===== src/rtl/wimax_pkg.sv =====
// Shared types for the WiMAX interleaver datapath.
// bank_state_e: fill state of one ping-pong bank.
package wimax_pkg;

   typedef enum logic [1:0] {
      EMPTY    = 2'd0,
      FILLING  = 2'd1,
      FULL     = 2'd2,
      DRAINING = 2'd3
   } bank_state_e;

   localparam int BLOCK_BITS_QPSK = 192;

endpackage


===== src/rtl/pp_bank_state.sv =====
// Fill-state tracker for one ping-pong bank.
// Ports: clk, resetN (async, active-low), clear (sync),
//   start_wr/done_wr, start_rd/done_rd event strobes; state out.
module pp_bank_state
   import wimax_pkg::*;
(
   input  logic        clk,
   input  logic        resetN,
   input  logic        clear,
   input  logic        start_wr,
   input  logic        done_wr,
   input  logic        start_rd,
   input  logic        done_rd,
   output bank_state_e state
);

   bank_state_e state_q;

   // A bank is never written and read in the same cycle, so the
   // priority order only matters for single-bit blocks.
   always_ff @(posedge clk or negedge resetN) begin
      if (!resetN) begin
         state_q <= EMPTY;
      end else if (clear) begin
         state_q <= EMPTY;
      end else if (done_rd) begin
         state_q <= EMPTY;
      end else if (done_wr) begin
         state_q <= FULL;
      end else if (start_rd) begin
         state_q <= DRAINING;
      end else if (start_wr) begin
         state_q <= FILLING;
      end
   end

   assign state = state_q;

endmodule


===== src/rtl/pingpong_bank_ctrl.sv =====
// Ping-pong bank sequencer between the block interleaver and modulator.
// Ports: clk, resetN (async, active-low), flush (sync clear);
//   wr_valid/wr_index/wr_data/wr_ready from the interleaver;
//   mem_wr_*/mem_rd_*/mem_q to the two-bank bit memory;
//   out_data/out_valid/out_ready/out_last to the modulator; err.
// Option: define PPB_ERR_CHECK_EN for the range/protocol check on err.
module pingpong_bank_ctrl
   import wimax_pkg::*;
#(
   parameter int BLOCK_BITS = BLOCK_BITS_QPSK,
   parameter int ADDR_W     = 9
) (
   input  logic              clk,
   input  logic              resetN,
   input  logic              flush,
   input  logic              wr_valid,
   input  logic [ADDR_W-1:0] wr_index,
   input  logic              wr_data,
   output logic              wr_ready,
   output logic              mem_wr_en,
   output logic [ADDR_W:0]   mem_wr_addr,
   output logic              mem_wr_data,
   output logic              mem_rd_en,
   output logic [ADDR_W:0]   mem_rd_addr,
   input  logic              mem_q,
   output logic              out_data,
   output logic              out_valid,
   input  logic              out_ready,
   output logic              out_last,
   output logic              err
);

   localparam logic [ADDR_W-1:0] LAST = ADDR_W'(BLOCK_BITS - 1);

   bank_state_e       st [2];
   logic              wb_q;
   logic              rb_q;
   logic [ADDR_W-1:0] wr_cnt_q;
   logic [ADDR_W-1:0] rd_cnt_q;
   logic              out_valid_q;
   logic              out_last_q;
   logic              out_valid_d;
   logic              out_last_d;

   logic              accept;
   logic              wr_done;
   logic              rd_issue;
   logic              rd_done;
   logic [1:0]        start_wr;
   logic [1:0]        done_wr;
   logic [1:0]        start_rd;
   logic [1:0]        done_rd;

   assign wr_ready = (st[wb_q] == EMPTY) || (st[wb_q] == FILLING);
   assign accept   = wr_valid && wr_ready && !flush;
   assign wr_done  = accept && (wr_cnt_q == LAST);

   assign rd_issue = ((st[rb_q] == FULL) || (st[rb_q] == DRAINING))
                     && (!out_valid_q || out_ready) && !flush;
   assign rd_done  = rd_issue && (rd_cnt_q == LAST);

   always_comb begin
      start_wr = 2'b00;
      done_wr  = 2'b00;
      start_rd = 2'b00;
      done_rd  = 2'b00;
      start_wr[wb_q] = accept && (st[wb_q] == EMPTY);
      done_wr[wb_q]  = wr_done;
      start_rd[rb_q] = rd_issue && (st[rb_q] == FULL);
      done_rd[rb_q]  = rd_done;
   end

   for (genvar b = 0; b < 2; b++) begin : g_bank
      pp_bank_state u_bank (
         .clk      (clk),
         .resetN   (resetN),
         .clear    (flush),
         .start_wr (start_wr[b]),
         .done_wr  (done_wr[b]),
         .start_rd (start_rd[b]),
         .done_rd  (done_rd[b]),
         .state    (st[b])
      );
   end

   assign mem_wr_addr = {wb_q, wr_index};
   assign mem_wr_data = wr_data;
   assign mem_rd_en   = rd_issue;
   assign mem_rd_addr = {rb_q, rd_cnt_q};

   // A stalled bit stays presented; mem_q holds because no read issues.
   assign out_valid_d = rd_issue || (out_valid_q && !out_ready);
   assign out_last_d  = rd_issue ? rd_done
                                 : (out_valid_q && !out_ready && out_last_q);

   assign out_data  = mem_q;
   assign out_valid = out_valid_q;
   assign out_last  = out_last_q;

`ifdef PPB_ERR_CHECK_EN
   logic oor;
   logic err_q;

   // Out-of-range bits still advance the count so block framing holds.
   assign oor       = wr_index >= ADDR_W'(BLOCK_BITS);
   assign mem_wr_en = accept && !oor;
   assign err       = err_q;

   always_ff @(posedge clk or negedge resetN) begin
      if (!resetN) begin
         err_q <= 1'b0;
      end else if (flush) begin
         err_q <= 1'b0;
      end else if ((accept && oor)
                   || (out_valid_q && !out_ready && !out_valid_d)) begin
         err_q <= 1'b1;
      end
   end
`else
   assign mem_wr_en = accept;
   assign err       = 1'b0;
`endif

   always_ff @(posedge clk or negedge resetN) begin
      if (!resetN) begin
         wb_q        <= 1'b0;
         rb_q        <= 1'b0;
         wr_cnt_q    <= '0;
         rd_cnt_q    <= '0;
         out_valid_q <= 1'b0;
         out_last_q  <= 1'b0;
      end else if (flush) begin
         wb_q        <= 1'b0;
         rb_q        <= 1'b0;
         wr_cnt_q    <= '0;
         rd_cnt_q    <= '0;
         out_valid_q <= 1'b0;
         out_last_q  <= 1'b0;
      end else begin
         if (accept) begin
            wr_cnt_q <= wr_done ? '0 : wr_cnt_q + 1'b1;
         end
         if (wr_done) begin
            wb_q <= !wb_q;
         end
         if (rd_issue) begin
            rd_cnt_q <= rd_done ? '0 : rd_cnt_q + 1'b1;
         end
         if (rd_done) begin
            rb_q <= !rb_q;
         end
         out_valid_q <= out_valid_d;
         out_last_q  <= out_last_d;
      end
   end

endmodule


===== config.mk =====
export PLATFORM = sky130hd
export DESIGN_NAME = pingpong_bank_ctrl
export DESIGN_NICKNAME = d
export VERILOG_FILES = /design/src/rtl/wimax_pkg.sv /design/src/rtl/pp_bank_state.sv /design/src/rtl/pingpong_bank_ctrl.sv
export SDC_FILE = /design/constraint.sdc
export NUM_CORES = 1
export LEC_CHECK = 0
export ABC_AREA = 1
export BUFFER_PORTS_ARGS = -buffer_cell sky130_fd_sc_hd__buf_4
export CAP_MARGIN = 20
export CORE_ASPECT_RATIO = 0.7
export CORE_UTILIZATION = 35
export CTS_CLUSTER_SIZE = 20
export DETAILED_ROUTE_END_ITERATION = 16
export GPL_ROUTABILITY_DRIVEN = 0
export SETUP_SLACK_MARGIN = 0.4
export SLEW_MARGIN = 30
export SYNTH_ARGS = -nofsm -noshare
export SYNTH_HDL_FRONTEND = slang
export SYNTH_HIERARCHICAL = 1
export SYNTH_SLANG_ARGS = --single-unit

===== constraint.sdc =====
create_clock -name clk -period 2 [get_ports clk]
set_input_delay 0.2 -clock clk [delete_from_list [all_inputs] [get_ports clk]]
set_output_delay 0.2 -clock clk [all_outputs]
set_load 0.01 [all_outputs]

== Word level (Yosys, flattened, before mapping) ==
Index checks and enable logic that the tools add are counted.
Word-level totals
  memories kept: 0
  RAM bits: 0
  register bits: 26
  bits in read-only memories: 0
  latch bits: 0
  output and inout port bits: 28
  logic and storage cells: 88
Operators by class
  div/mod/pow operators: 0
  multiplexer cells: 33
  shifts and indexed selects: 0
  reductions and logical operators: 28
  add/sub/neg operators: 2
  multiply operators: 0
  equality and inequality tests: 5
  bitwise operators: 6
  magnitude comparators: 6
Operator list (count)
  9-bit two-way mux: 6
  2-bit two-way mux: 16
  9-bit by 1-bit adder with 9-bit output (second input constant): 2
  9-bit by 8-bit equality test with 1-bit output (second input constant): 2
  1-bit logical AND: 12
  5-bit nonzero test: 2
  1-bit two-way mux: 9
  2-bit AND: 4
  2-bit nonzero test: 4
  1-bit zero test: 5
  2-bit equality test (second input constant): 2
  2-bit greater-or-equal comparator (second input constant): 2
  1-bit logical OR: 4
  1-bit by 2-bit less-than comparator with 1-bit output (second input constant): 2
  1-bit NOT with 2-bit output: 2
  1-bit demux with 1-bit select: 2
  2-bit by 1-bit equality test with 1-bit output (second input constant): 1
  1-bit greater-or-equal comparator (second input constant): 2
  2-bit zero test: 1

== Longest topological paths before layout ==
  depth in word-level cells: 15
  mapped depth: 10
  gate-level depth less buffers: 10

== Hierarchy ==
Netlist, hierarchy kept.
Modules (own cells, without submodules)
  pingpong_bank_ctrl: cells each 231, instances 1, area each 1604.0 µm²
  pp_bank_state: cells each 15, instances 2, area each 100.1 µm²

== Worst setup path after synthesis ==
No wires, ideal clock.
  path kind: flip-flop to flip-flop
  start point: reg rd_cnt_q[0]
  end point: reg g_bank[1].u_bank.state_q[1]
  slack: 0.546 ns
  clock period less this slack: 1.454 ns
  stages on the path, launching flop included: 11
  data arrival time: 1.333 ns
  data required time: 1.879 ns
  library setup time: 0.121 ns
  path buffers: 0
  cell sequence: dfrtp_1 -> ha_1 -> nand2_1 -> nor2_1 -> nand2_1 -> nor2_2 -> nand2_4 -> nor2_1 -> inv_1 -> nand2_1 -> a21oi_1
On the way
  word-level cells in the longest chain between the ends: 5
RTL lines
  from (decl): line pingpong_bank_ctrl.sv:39  | logic [ADDR_W-1:0] rd_cnt_q;
  from (signal assigned): line pingpong_bank_ctrl.sv:147  | rd_cnt_q <= rd_done ? '0 : rd_cnt_q + 1'b1;
  9-bit by 8-bit equality test with 1-bit output *: line pingpong_bank_ctrl.sv:60  | assign rd_done = rd_issue && (rd_cnt_q == LAST);
  1-bit logical AND *: line pingpong_bank_ctrl.sv:60
  2-bit AND (no line) *
  named net done_rd[1]: line pingpong_bank_ctrl.sv:52  | logic [1:0] done_rd;
  2-bit two-way mux: line pp_bank_state.sv:26  | end else if (done_rd) begin
  2-bit two-way mux: line pp_bank_state.sv:24  | end else if (clear) begin
  to (signal assigned): line pp_bank_state.sv:23  | state_q <= EMPTY;
  to (signal assigned): line pp_bank_state.sv:25  | state_q <= EMPTY;
  to (signal assigned): line pp_bank_state.sv:27  | state_q <= EMPTY;
  to (decl): line pp_bank_state.sv:17  | bank_state_e state_q;
The timed path passes the listed nets; every way through them passes the cells marked *.
A chain may end at the register's enable or synchronous reset.

== Worst setup path after layout ==
  start point: reg rb_q
  end point: out mem_rd_en
On the way
  word-level cells in the longest chain between the ends: 8
RTL lines
  from (decl): line pingpong_bank_ctrl.sv:37  | logic rb_q;
  from (signal assigned): line pingpong_bank_ctrl.sv:150  | rb_q <= !rb_q;
  1-bit NOT with 2-bit output (not written as such) *: line pingpong_bank_ctrl.sv:58  | assign rd_issue = ((st[rb_q] == FULL) || (st[rb_q] == DRAINING))
  2-bit two-way mux (not written as such) * (3 in series): line pingpong_bank_ctrl.sv:58
  2-bit equality test: line pingpong_bank_ctrl.sv:58
  1-bit logical OR *: line pingpong_bank_ctrl.sv:58
  1-bit logical AND * (2 in series): line pingpong_bank_ctrl.sv:59  | && (!out_valid_q || out_ready) && !flush;
  to (decl): line pingpong_bank_ctrl.sv:23  | output logic mem_rd_en,
Mark *: on every way between the ends. The rest lies on a longest branch, timed or not. The select of a mux whose other input is x is not followed.

==> metrics.md <==
| Metric | Value |
|---|---|
| Routed Antenna Nets | 0 |
| Top achievable clock speed | approximately 0.66 GHz |
| Syn_nets | approximately 280 |
| Mux contribution to synthesized area | 0 |
| Filler cells | roughly 500 |
| Hold Slack | ~0.28 ns |
| Synthesized area | roughly 0.0018 mm2 |
| DR WL/cell | between 10 and 15 um |
| Switching portion of total power | 0.242 |
| Synth cell types | 24 |
| Worst setup SP type | flop |
| Die area | between 0.005 and 0.006 mm2 |
| Clk buf depth | 2 |
| CTS H-tree depth | 1 |
| Compound-Gate Fraction of Synth Area | 0.0270 |
| PD cells | 459 mW/mm2 |
| Final core occ | 0.432 |
| Rows | 21 |
| GRT Max-Usage Layer | met1 |
| Num CTS Buffers | 3 |
| Synth top area share | 0.361 |
| Port Buffers | 20 |
| Cells after Synth | roughly 260 |
| Total grt overflow | 0 |
| TritonRoute pass-1 iters | 4 |
| Pre-CTS setup slack | between 0.3 and 0.4 ns |
| Final setup fails | 0 |
| Setup_tns | 0 ns |
| Drt total wl | a little under 4 mm |
| Clock-pin slew on the worst setup and hold paths | 0.10 ns |
| Layout Skew | ~0.010 ns |
| FF+latch count, synth | 26 |
| Power Internal | about 0.73 mW |
| Xor/xnor share of the synthesized area | 0 |
| # nets final | between 200 and 300 |
| Clock share of power | 0.365 |
| Root Buffer | clkbuf_8 |
| Sequential fraction of the synthesis area | 0.361 |
| Critical Path Fanout Max | 5 |
| Predominant post-synthesis flop cell | dfrtp_1 |
| Post-DP Area | 0.00193 mm2 |
| Static leakage | between 1 and 1.5 nW |
| Residual DRC count | 0 |
| Met3 Use GR | 0.0383 |
| Share of cells above drive strength 1 | 0.264 |
| Hold crit path type | in -> reg |
| Sw Pwr | about 0.23 mW |
| MaxCap Viol Count | 0 |
| Asr flop ratio synth | 1.00 |
| Clock Sinks | 26 |
| Peak VDD IR | 0.180 mV |
| Slew Limit Fails | 0 |
| Synth Area in Simple Gates | 0.437 |
| Area growth, synth to finish | 16.4% |
| Vias in the first global route | around 1300 |
| Antenna diode count | 0 |
| Placed Cells | roughly 340 |
| Gr usage total | 0.158 |
| Synth area leader | dfrtp_1 |
| Die boundary width | about 88 um |
| Status | complete, no violations |
| Met2 Use GR | 0.215 |
| RSZ-0062 raised after global routing | false |
| Routed vias/inst | around 4.5 |
| Starting Density | 0.371 |
| Final worst-path cycle share | 0.756 |
| Total number of vias | 1556 |
| Main combinational cell family by area after synthesis | simple AND/OR/NAND/NOR gates |
| Post-synth EDFFs | 0 |
| Die H | around 62 um |
| Design area | about 0.0021 mm2 |
| Mapped Avg Cell Area | around 7 um2 |
| Required time of the critical path | 1.80 ns |
| Core Box Area | 0.00486 mm2 |
| Combinational share of power | 0.080 |
| Clk_lat worst skew | about 0.28 ns |
| CTS tree | done |
| DP HPWL | 2.92 mm |
| Min Tclk post-route | around 1.5 ns |
| CP Capture Type | output pin |
| Worst setup margin | 0.489 ns |
| Synth Warn # | 6 |
| Overall power | 0.963 mW |
| Crit Path Category | reg -> out |
| Reg2Reg Setup Slack | 0.52 ns |
| Initial DRC Count | 114 |
| Top cells by area, synth | dfrtp_1, nand2_1, inv_1 |
| Largest net degree at the start of global routing | 27 |
| Initial antenna violation count | 0 |
| Global-route wire length before repair | around 6.4 mm |
| Post-synthesis adder-cell area fraction | 0.0139 |
| CP Data Arrival Time | ~1.3 ns |
| Seq pwr share | 0.556 |
| Non-filler cells, final | ~350 |
| Grt met1 use | 0.244 |
| Fin. Hold Viols | 0 |
| Boundary Pins | 44 |
logic make-up (layout without fill, tap and decap cells):
family,Yosys count,count (layout)
buf+inv,61,80
fa+ha+maj,2,2
flops,26,26
simple gates,162,162
compound gates,9,9
other cells,1,1
layout by cell type (no fill, tap or decap), types with 2 or more instances in the layout:
cell / count
dfrtp_2: 3
nor3_2: 2
o21ai_1: 3
nand3_4: 2
ha_1: 2
nor2_1: 20
nor2_2: 8
o21ai_0: 3
nand2_2: 6
or2_2: 2
nand4_1: 10
nor3_1: 2
inv_2: 6
nor2_4: 3
clkbuf_8: 4
nand2_1: 80
a21oi_1: 2
nand2_4: 5
nand3_1: 20
dfrtp_1: 23
buf_4: 29
inv_1: 39
final cells by class:
cell class | instances | area (um2) | share of cell area
clock buffer | 4 | 55.1 | 0.0262
inverter | 46 | 175 | 0.0834
multi-input combinational | 174 | 901 | 0.429
sequential | 26 | 654 | 0.312
tap | 69 | 86.3 | 0.0411
timing repair buffer | 30 | 228 | 0.108
cells in the mapped netlist, types with 2 or more instances:
| library cell | number |
|---|---|
| buf_4 | 15 |
| nor2_1 | 23 |
| nand2_2 | 3 |
| inv_1 | 40 |
| nand3_1 | 20 |
| a21oi_1 | 2 |
| nand3_4 | 2 |
| ha_1 | 2 |
| nand4_1 | 10 |
| o21ai_1 | 3 |
| nor3_1 | 4 |
| nand2_1 | 83 |
| dfrtp_1 | 26 |
| nor2_2 | 7 |
| or2_2 | 2 |
| nand2_4 | 5 |
| o21ai_0 | 3 |
| inv_2 | 5 |
power by group through the flow:
stage	logic [mW]	registers, mW	clock network (mW)
5_1_grt	0.0867	0.536	0.388
3_5_place_dp	0.0766	0.545	0
3_3_place_gp	0.0765	0.545	0
4_1_cts	0.0782	0.535	0.371
6_report	0.0766	0.535	0.351
2_1_floorplan	0.0677	0.545	0
routing by layer:
| layer | routed length (um) | up-vias |
|---|---|---|
| li1 | - | 823 |
| met1 | 2150 | 685 |
| met2 | 1490 | 48 |
| met3 | 268 | 0 |
| met4 | 0 | 0 |
| met5 | 0 | - |
final timing paths:
kind | start | end | cells past startpoint
setup reg to reg | rb_q$_DFFE_PN0P_ | g_bank[0].u_bank/state[1]$_DFFE_PN0P_ | 10
min in group asynchronous | resetN | out_valid$_DFF_PN0_ | 2
hold reg to reg | wr_cnt_q[0]$_DFFE_PN0P_ | wr_cnt_q[0]$_DFFE_PN0P_ | 1
max in group asynchronous | resetN | rd_cnt_q[0]$_DFFE_PN0P_ | 2
hold / removal | flush | g_bank[1].u_bank/state[1]$_DFFE_PN0P_ | 4
setup / recovery | rb_q$_DFFE_PN0P_ | mem_rd_en | 5
flip-flops by register name (all words and copies together) (netlist names):
name	flops
g_bank.u_bank/state	4
out_last	1
out_valid	1
rb_q	1
rd_cnt_q	9
wb_q	1
wr_cnt_q	9
what timing repair did:
action,CTS,global route
pin swaps,1,2
buffers inserted,1,8
hold endpoints to repair,26,0
hold buffers,1,0
gates resized for setup,2,12
endpoints found under the setup margin,6,6
critical path: stages (launching register included):
cell and delay [ns]:
dfrtp_2 0.42, inv_2 0.08, nand2_2 0.09, nand3_4 0.10
nor2_4 0.18, buf_4 0.15
Note: power is estimated with default switching activity, not from simulation.
